`config.mk`:
```
export PLATFORM = sky130hd
export DESIGN_NAME = microwave_timer
export DESIGN_NICKNAME = d
export VERILOG_FILES = /design/src/rtl/mw_pkg.sv /design/src/rtl/tick_prescaler.sv /design/src/rtl/microwave_timer.sv
export SDC_FILE = /design/constraint.sdc
export NUM_CORES = 1
export LEC_CHECK = 0
export BUFFER_PORTS_ARGS = -buffer_cell sky130_fd_sc_hd__buf_4
export CORE_ASPECT_RATIO = 0.9
export CORE_MARGIN = 2
export CORE_UTILIZATION = 35
export CTS_CLUSTER_SIZE = 10
export DETAILED_ROUTE_END_ITERATION = 8
export GPL_TIMING_DRIVEN = 0
export PLACE_DENSITY = 0.62
export SLEW_MARGIN = 0
export SYNTH_ARGS = -nofsm -noshare
export SYNTH_HDL_FRONTEND = slang
export SYNTH_SLANG_ARGS = --single-unit
```
`constraint.sdc`:
```
create_clock -name clk -period 4.3 [get_ports clk]
set_input_delay 0.215 -clock clk [delete_from_list [all_inputs] [get_ports clk]]
set_output_delay 0.215 -clock clk [all_outputs]
set_load 0.05 [all_outputs]
```
`src/rtl/mw_pkg.sv`:
```
`default_nettype none
// +----------------------------------------------------------------------------+
// | Module : mw_pkg                                                            |
// | Brief  : Shared types and constants for the microwave cook-time controller |
// |          (state encoding, MM:SS BCD time record, quick-start/limit values).|
// | Rev    : 1.0  initial release                                              |
// +----------------------------------------------------------------------------+
package mw_pkg;

   // Encoding is fixed because the state port is consumed externally.
   localparam logic [1:0] ST_IDLE   = 2'd0;
   localparam logic [1:0] ST_RUN    = 2'd1;
   localparam logic [1:0] ST_PAUSED = 2'd2;
   localparam logic [1:0] ST_DONE   = 2'd3;

   typedef enum logic [1:0] {
      IDLE   = ST_IDLE,
      RUN    = ST_RUN,
      PAUSED = ST_PAUSED,
      DONE   = ST_DONE
   } state_e;

   localparam int QUICK_START_SEC = 30;
   localparam int MAX_MIN         = 99;
   localparam int MAX_SEC         = 59;

   // MM:SS as four BCD digits; seconds tens is only ever 0-5.
   typedef struct packed {
      logic [3:0] mt;
      logic [3:0] mo;
      logic [2:0] st;
      logic [3:0] so;
   } mw_time_t;

endpackage : mw_pkg
`default_nettype wire

```
`src/rtl/tick_prescaler.sv`:
```
`default_nettype none
// +----------------------------------------------------------------------------+
// | Module : tick_prescaler                                                    |
// | Brief  : Free-running 0..TICKS_PER_SEC-1 counter producing a one-second    |
// |          tick on the cycle the terminal count advances.                    |
// | Ports  : clk, reset (sync, active-low), clear (force 0), hold (freeze),    |
// |          tick (combinational pulse, valid for the current edge)            |
// | Rev    : 1.0  initial release                                              |
// +----------------------------------------------------------------------------+
module tick_prescaler #(
   parameter int TICKS_PER_SEC = 100
) (
   input  logic clk,
   input  logic reset,
   input  logic clear,
   input  logic hold,
   output logic tick
);

   localparam int CW = (TICKS_PER_SEC > 1) ? $clog2(TICKS_PER_SEC) : 1;
   localparam logic [CW-1:0] C_TERM = CW'(TICKS_PER_SEC - 1);

   logic [CW-1:0] cnt_q;
   logic [CW-1:0] cnt_d;

   always_comb begin
      cnt_d = cnt_q;
      if (clear) begin
         cnt_d = '0;
      end else if (!hold) begin
         cnt_d = (cnt_q == C_TERM) ? '0 : cnt_q + 1'b1;
      end
   end

   // The tick is only real if the count actually advances this edge.
   assign tick = !clear && !hold && (cnt_q == C_TERM);

   always_ff @(posedge clk) begin
      if (!reset) begin
         cnt_q <= '0;
      end else begin
         cnt_q <= cnt_d;
      end
   end

endmodule : tick_prescaler
`default_nettype wire

```
`src/rtl/microwave_timer.sv`:
```
`default_nettype none
// +----------------------------------------------------------------------------+
// | Module : microwave_timer                                                   |
// | Brief  : Microwave cook-time controller. Keypad entry into MM:SS BCD,      |
// |          one-second down-count, start/pause/stop/door handling, heating    |
// |          enable and done flag with timed auto-return to IDLE.              |
// | Ports  : clk, reset (sync, active-low); digit_valid/digit keypad strobe;   |
// |          start/stop strobes; door_open level; min_tens/min_ones/sec_tens/  |
// |          sec_ones BCD time; heating, done, state (registered outputs)      |
// | Rev    : 1.0  initial release                                              |
// +----------------------------------------------------------------------------+
module microwave_timer
   import mw_pkg::*;
#(
   parameter int TICKS_PER_SEC = 100,
   parameter int DONE_HOLD_SEC = 3
) (
   input  logic       clk,
   input  logic       reset,
   input  logic       digit_valid,
   input  logic [3:0] digit,
   input  logic       start,
   input  logic       stop,
   input  logic       door_open,
   output logic [3:0] min_tens,
   output logic [3:0] min_ones,
   output logic [2:0] sec_tens,
   output logic [3:0] sec_ones,
   output logic       heating,
   output logic       done,
   output logic [1:0] state
);

   localparam int DW = (DONE_HOLD_SEC > 1) ? $clog2(DONE_HOLD_SEC) : 1;
   localparam logic [DW-1:0] C_DONE_LAST = DW'(DONE_HOLD_SEC - 1);

   // Decrement by one second; only called on a nonzero time.
   function automatic mw_time_t bcd_dec(input mw_time_t t);
      mw_time_t r;
      r = t;
      if (t.so != 4'd0) begin
         r.so = t.so - 4'd1;
      end else begin
         r.so = 4'd9;
         if (t.st != 3'd0) begin
            r.st = t.st - 3'd1;
         end else begin
            r.st = 3'd5;
            if (t.mo != 4'd0) begin
               r.mo = t.mo - 4'd1;
            end else begin
               r.mo = 4'd9;
               r.mt = t.mt - 4'd1;
            end
         end
      end
      return r;
   endfunction

   // Add the quick-start amount (a whole number of tens of seconds) with carry
   // into minutes; a carry out of minutes tens pins the time at the maximum.
   function automatic mw_time_t bcd_add_quick(input mw_time_t t);
      mw_time_t   r;
      logic [3:0] st_sum;
      r      = t;
      st_sum = {1'b0, t.st} + 4'(QUICK_START_SEC / 10);
      if (st_sum >= 4'd6) begin
         r.st = 3'(st_sum - 4'd6);
         if (t.mo != 4'd9) begin
            r.mo = t.mo + 4'd1;
         end else if (t.mt != 4'd9) begin
            r.mo = 4'd0;
            r.mt = t.mt + 4'd1;
         end else begin
            r.mt = 4'(MAX_MIN / 10);
            r.mo = 4'(MAX_MIN % 10);
            r.st = 3'(MAX_SEC / 10);
            r.so = 4'(MAX_SEC % 10);
         end
      end else begin
         r.st = st_sum[2:0];
      end
      return r;
   endfunction

   state_e          state_q,    state_d;
   mw_time_t        time_q,     time_d;
   logic [DW-1:0]   done_sec_q, done_sec_d;
   logic            heating_q;
   logic            done_q;

   logic            w_tick;
   logic            w_pre_clear;
   logic            w_pre_hold;
   mw_time_t        w_time_dec;

   // Prescaler sits at zero through IDLE so every start begins a full second.
   assign w_pre_clear = (state_q == IDLE);
   assign w_pre_hold  = (state_q == PAUSED) ||
                        ((state_q == RUN) && (stop || door_open));

   tick_prescaler #(
      .TICKS_PER_SEC (TICKS_PER_SEC)
   ) u_prescaler (
      .clk   (clk),
      .reset (reset),
      .clear (w_pre_clear),
      .hold  (w_pre_hold),
      .tick  (w_tick)
   );

   assign w_time_dec = bcd_dec(time_q);

   always_comb begin
      state_d    = state_q;
      time_d     = time_q;
      done_sec_d = '0;
      case (state_q)
         IDLE: begin
            if (stop) begin
               time_d = '0;
            end else if (start) begin
               // A start strobe consumes the edge even if the door blocks it.
               if (!door_open) begin
                  if (time_q == '0) begin
                     time_d = bcd_add_quick(time_q);
                  end
                  state_d = RUN;
               end
            end else if (digit_valid && (digit <= 4'd9) &&
                         (time_q.mt == 4'd0) && (time_q.so <= 4'd5)) begin
               time_d.mt = time_q.mo;
               time_d.mo = {1'b0, time_q.st};
               time_d.st = time_q.so[2:0];
               time_d.so = digit;
            end
         end
         RUN: begin
            if (stop || door_open) begin
               state_d = PAUSED;
            end else if (start) begin
               time_d = bcd_add_quick(time_q);
            end else if (w_tick) begin
               time_d = w_time_dec;
               if (w_time_dec == '0) begin
                  state_d = DONE;
               end
            end
         end
         PAUSED: begin
            if (stop) begin
               state_d = IDLE;
               time_d  = '0;
            end else if (start && !door_open) begin
               state_d = RUN;
            end
         end
         DONE: begin
            done_sec_d = done_sec_q;
            time_d     = '0;
            if (stop || door_open) begin
               state_d    = IDLE;
               done_sec_d = '0;
            end else if (w_tick) begin
               if (done_sec_q == C_DONE_LAST) begin
                  state_d    = IDLE;
                  done_sec_d = '0;
               end else begin
                  done_sec_d = done_sec_q + 1'b1;
               end
            end
         end
         default: begin
            state_d = IDLE;
            time_d  = '0;
         end
      endcase
   end

   always_ff @(posedge clk) begin
      if (!reset) begin
         state_q    <= IDLE;
         time_q     <= '0;
         done_sec_q <= '0;
         heating_q  <= 1'b0;
         done_q     <= 1'b0;
      end else begin
         state_q    <= state_d;
         time_q     <= time_d;
         done_sec_q <= done_sec_d;
         heating_q  <= (state_d == RUN);
         done_q     <= (state_d == DONE);
      end
   end

   assign min_tens = time_q.mt;
   assign min_ones = time_q.mo;
   assign sec_tens = time_q.st;
   assign sec_ones = time_q.so;
   assign heating  = heating_q;
   assign done     = done_q;
   assign state    = state_q;

endmodule : microwave_timer
`default_nettype wire

```
==> impl_metrics.ini <==
[status]
status = completed

[clock_network]
postCtsHoldBufs = 0
root_buffer = clkbuf_8
cts_resized = 0
h-tree-depth = 1
clock-sinks = 28
cts_setup_buffers = 0
clk_transition_reported_paths_ps = 90
cts_buffer_depth = 2
cts_buffers = 3
worstSkewPairLatency_ps = 280
cts_tree = built

[placed_design]
portBuffers = 28
globalplace.congestion = 0.878
hpwl_um = 5210

[drt]
wl_met3_um = 454
wl_met2_um = 3080
via_per_inst = 5.80
drt-initial-drc-count = 245
drc = 0
wl_met1_um = 3310
top_layer_used = met4
wire_per_inst_um = 16.6
vias = 2413
drtPass1Iterations = 5
antenna_left = 0
drt-total-wl_um = 6900

[worst_setup_path]
cp_num_buf_inv = 1
critPathLaunchType = register
crit_path_max_incr_delay_ps = 490
crit_fanout = 8
crit_family = simple AND/OR/NAND/NOR gates
path_cells = inv_1 -> ha_1 -> nor2b_1 -> o21ai_1 -> nand3_1 -> nand2_1 -> nor3_1 -> a2111oi_2
critical-path-slowest-cell = o21ai_1
crit_type = reg -> reg
cp_data_required_time_ps = 4480
worstSetupEndpointType = register
cp.arrival_ps = 2960

[logic_synthesis]
synth-xor-area-share_pct = 3.67
netlist_area_mm2 = 0.00238
syn-num-nets = 316
synth-compound-area-share_pct = 33.0
synthSimpleGateAreaFrac_pct = 26.2
synth_edf_count = 0
ys_async_sr_fraction_pct = 0
synth_cell_type_count = 71
synth_top_family_by_area = compound AO/OA/AOI/OAI gates
ys_warn_count = 0
syn_avg_cell_area_um2 = 8.08
synth_mux_area_share_pct = 1.31
ys.flop_type = dfxtp_1
synthAdderAreaFrac_pct = 5.77
yosysSeqAreaShare_pct = 23.5
ys_seq_elements = 28
synth_cells = 295

[grt]
overflow = 0
antenna_found_initial = 0
grt_usage_pct = 19.2
grt_pass1_vias = 2301
grt_pass1_wl_um = 11600
grt_max_degree = 15

[pwr]
leakagePower_nw = 1.01
power.density_mw_per_mm2 = 301
ir_drop_mv = 0.118

[timing]
hold_slack_ps = 278
clock_skew_ps = 6.01
rsz0062_at_grt = false
period_needed_ps = 2780
slew_headroom_pct = 58.0
finalCritPeriodShare_pct = 64.7
setup_viol = 0
fmax_ghz = 0.360
worst_pin_slew_ps = 625
hold_viol = 0
drv_slew = 0
fin_tns_setup_ps = 0

[finish]
final_nets = 349
synthToLayoutAreaGrowth_pct = 15.3
fillers = 736
final_layout_size_suffix_gt1_share_pct = 19.0
antenna_cells = 0

[die]
rows = 28
core_area_mm2 = 0.00659
die_x_um = 91.0
dieArea_mm2 = 0.00749
start_util_pct = 36.2
ios = 29
die_y_um = 82.3

[run]
max-cap-violations = 0

[min_path]
min_path_type = in -> reg
-- stage by stage --
stage / utilization (%) / power (mW) / cells / instance area, um^2 / setup WS (ps)
5_1_grt: 41.7 / 0.881 / 416 / 2750 / 1230
3_5_place_dp: 41.1 / 0.681 / 413 / 2710 / 1570
3_3_place_gp: 41.1 / 0.678 / 413 / 2710 / 1570
4_1_cts: 41.7 / 0.833 / 416 / 2750 / 1550
2_1_floorplan: - / 0.580 / 295 / 2380 / 1720
6_report: 41.7 / 0.828 / 416 / 2750 / 1520
-- layout make-up --
| class | count | area [um^2] | share of cell area (%) |
|---|---|---|---|
| Buffer | 21 | 115 | 4.19 |
| Sequential cell | 28 | 561 | 20.4 |
| Multi-Input combinational cell | 235 | 1670 | 60.7 |
| Inverter | 11 | 41.3 | 1.50 |
| Tap cell | 90 | 113 | 4.10 |
| Timing Repair Buffer | 28 | 210 | 7.65 |
| Clock buffer | 3 | 41.3 | 1.50 |
-- where the power goes --
part,internal [mW],total (mW),switching (mW)
Clock,0.0631,0.146,0.0827
Sequential,0.273,0.296,0.0232
Combinational,0.143,0.386,0.243
Total,0.479,0.828,0.349
-- layer usage --
layer  vias to the layer above  GRT usage, %
li1                       1183             -
met1                      1126          26.9
met2                        96          32.4
met3                         8          2.72
met4                         0          2.73
met5                         -             0
-- synth_stat cells, types with 2 or more instances --
library cell | instances | area [um^2]
a2111oi_0 | 2 | 17.5
a2111oi_2 | 2 | 30.0
a211o_1 | 3 | 26.3
a211oi_1 | 8 | 60.1
a211oi_2 | 2 | 25.0
a21oi_1 | 23 | 115
a221o_1 | 4 | 40.0
a31oi_1 | 4 | 25.0
and3b_1 | 2 | 17.5
buf_2 | 5 | 25.0
buf_6 | 4 | 45.0
clkbuf_1 | 11 | 41.3
dfxtp_1 | 28 | 561
ha_1 | 11 | 138
inv_1 | 11 | 41.3
mux2i_1 | 2 | 20.0
nand2_1 | 18 | 67.6
nand2b_1 | 3 | 18.8
nand3_1 | 13 | 65.1
nand3b_1 | 2 | 15.0
nand4_1 | 6 | 37.5
nor2_1 | 23 | 86.3
nor2b_1 | 8 | 50.1
nor3_1 | 11 | 55.1
nor3b_1 | 2 | 15.0
nor4b_1 | 2 | 17.5
nor4bb_1 | 2 | 20.0
o2111ai_1 | 4 | 35.0
o211ai_1 | 4 | 30.0
o21a_1 | 2 | 15.0
o21ai_0 | 21 | 105
o31ai_1 | 2 | 15.0
or2_2 | 2 | 12.5
or3_1 | 3 | 18.8
xnor2_1 | 5 | 43.8
xor2_1 | 5 | 43.8
-- worst min-delay path: stages --
cell	delay [ps]
buf_4	110
o21ai_0	120
nor2_1	60
-- path summary, 6_finish.rpt --
| check | from | to | depth (start not counted) | slack [ps] |
|---|---|---|---|---|
| max reg2reg | sec_tens[0] | sec_tens[0] | 8 | 1520 |
| min reg2reg | done_sec_q[1] | done_sec_q[1] | 2 | 480 |
| min | reset | state[1] | 3 | 280 |
| max | sec_tens[0] | sec_tens[0] | 8 | 1520 |
-- logic make-up (layout without fill, tap and decap cells) --
group,count (synthesis),after routing
simple gates,108,108
compound gates,103,103
buf+inv,32,63
flops,28,28
fa+ha+maj,11,11
xor+xnor,10,10
mux,3,3
-- sequential cells by signal (all words and copies together), names as in the netlist --
signal             flops
min_tens               4
u_prescaler.cnt_q      7
state                  2
done                   1
min_ones               4
sec_tens               3
sec_ones               4
done_sec_q             2
heating                1
-- placed cells by master (no fill, tap or decap), drive strengths merged, types with 3 or more instances in the layout --
master and count:
a2111oi 4, a211o 3, a211oi 10, a21oi 23, a221o 4, a31oi 4, buf 38, clkbuf 14
dfxtp 28, ha 11, inv 11, nand2 18, nand2b 3, nand3 14, nand4 6, nor2 24
nor2b 8, nor3 12, nor4bb 3, o2111ai 5, o211ai 5, o21ai 23, or3 3, xnor2 5
xor2 5
(Power assumes the default switching activity.)
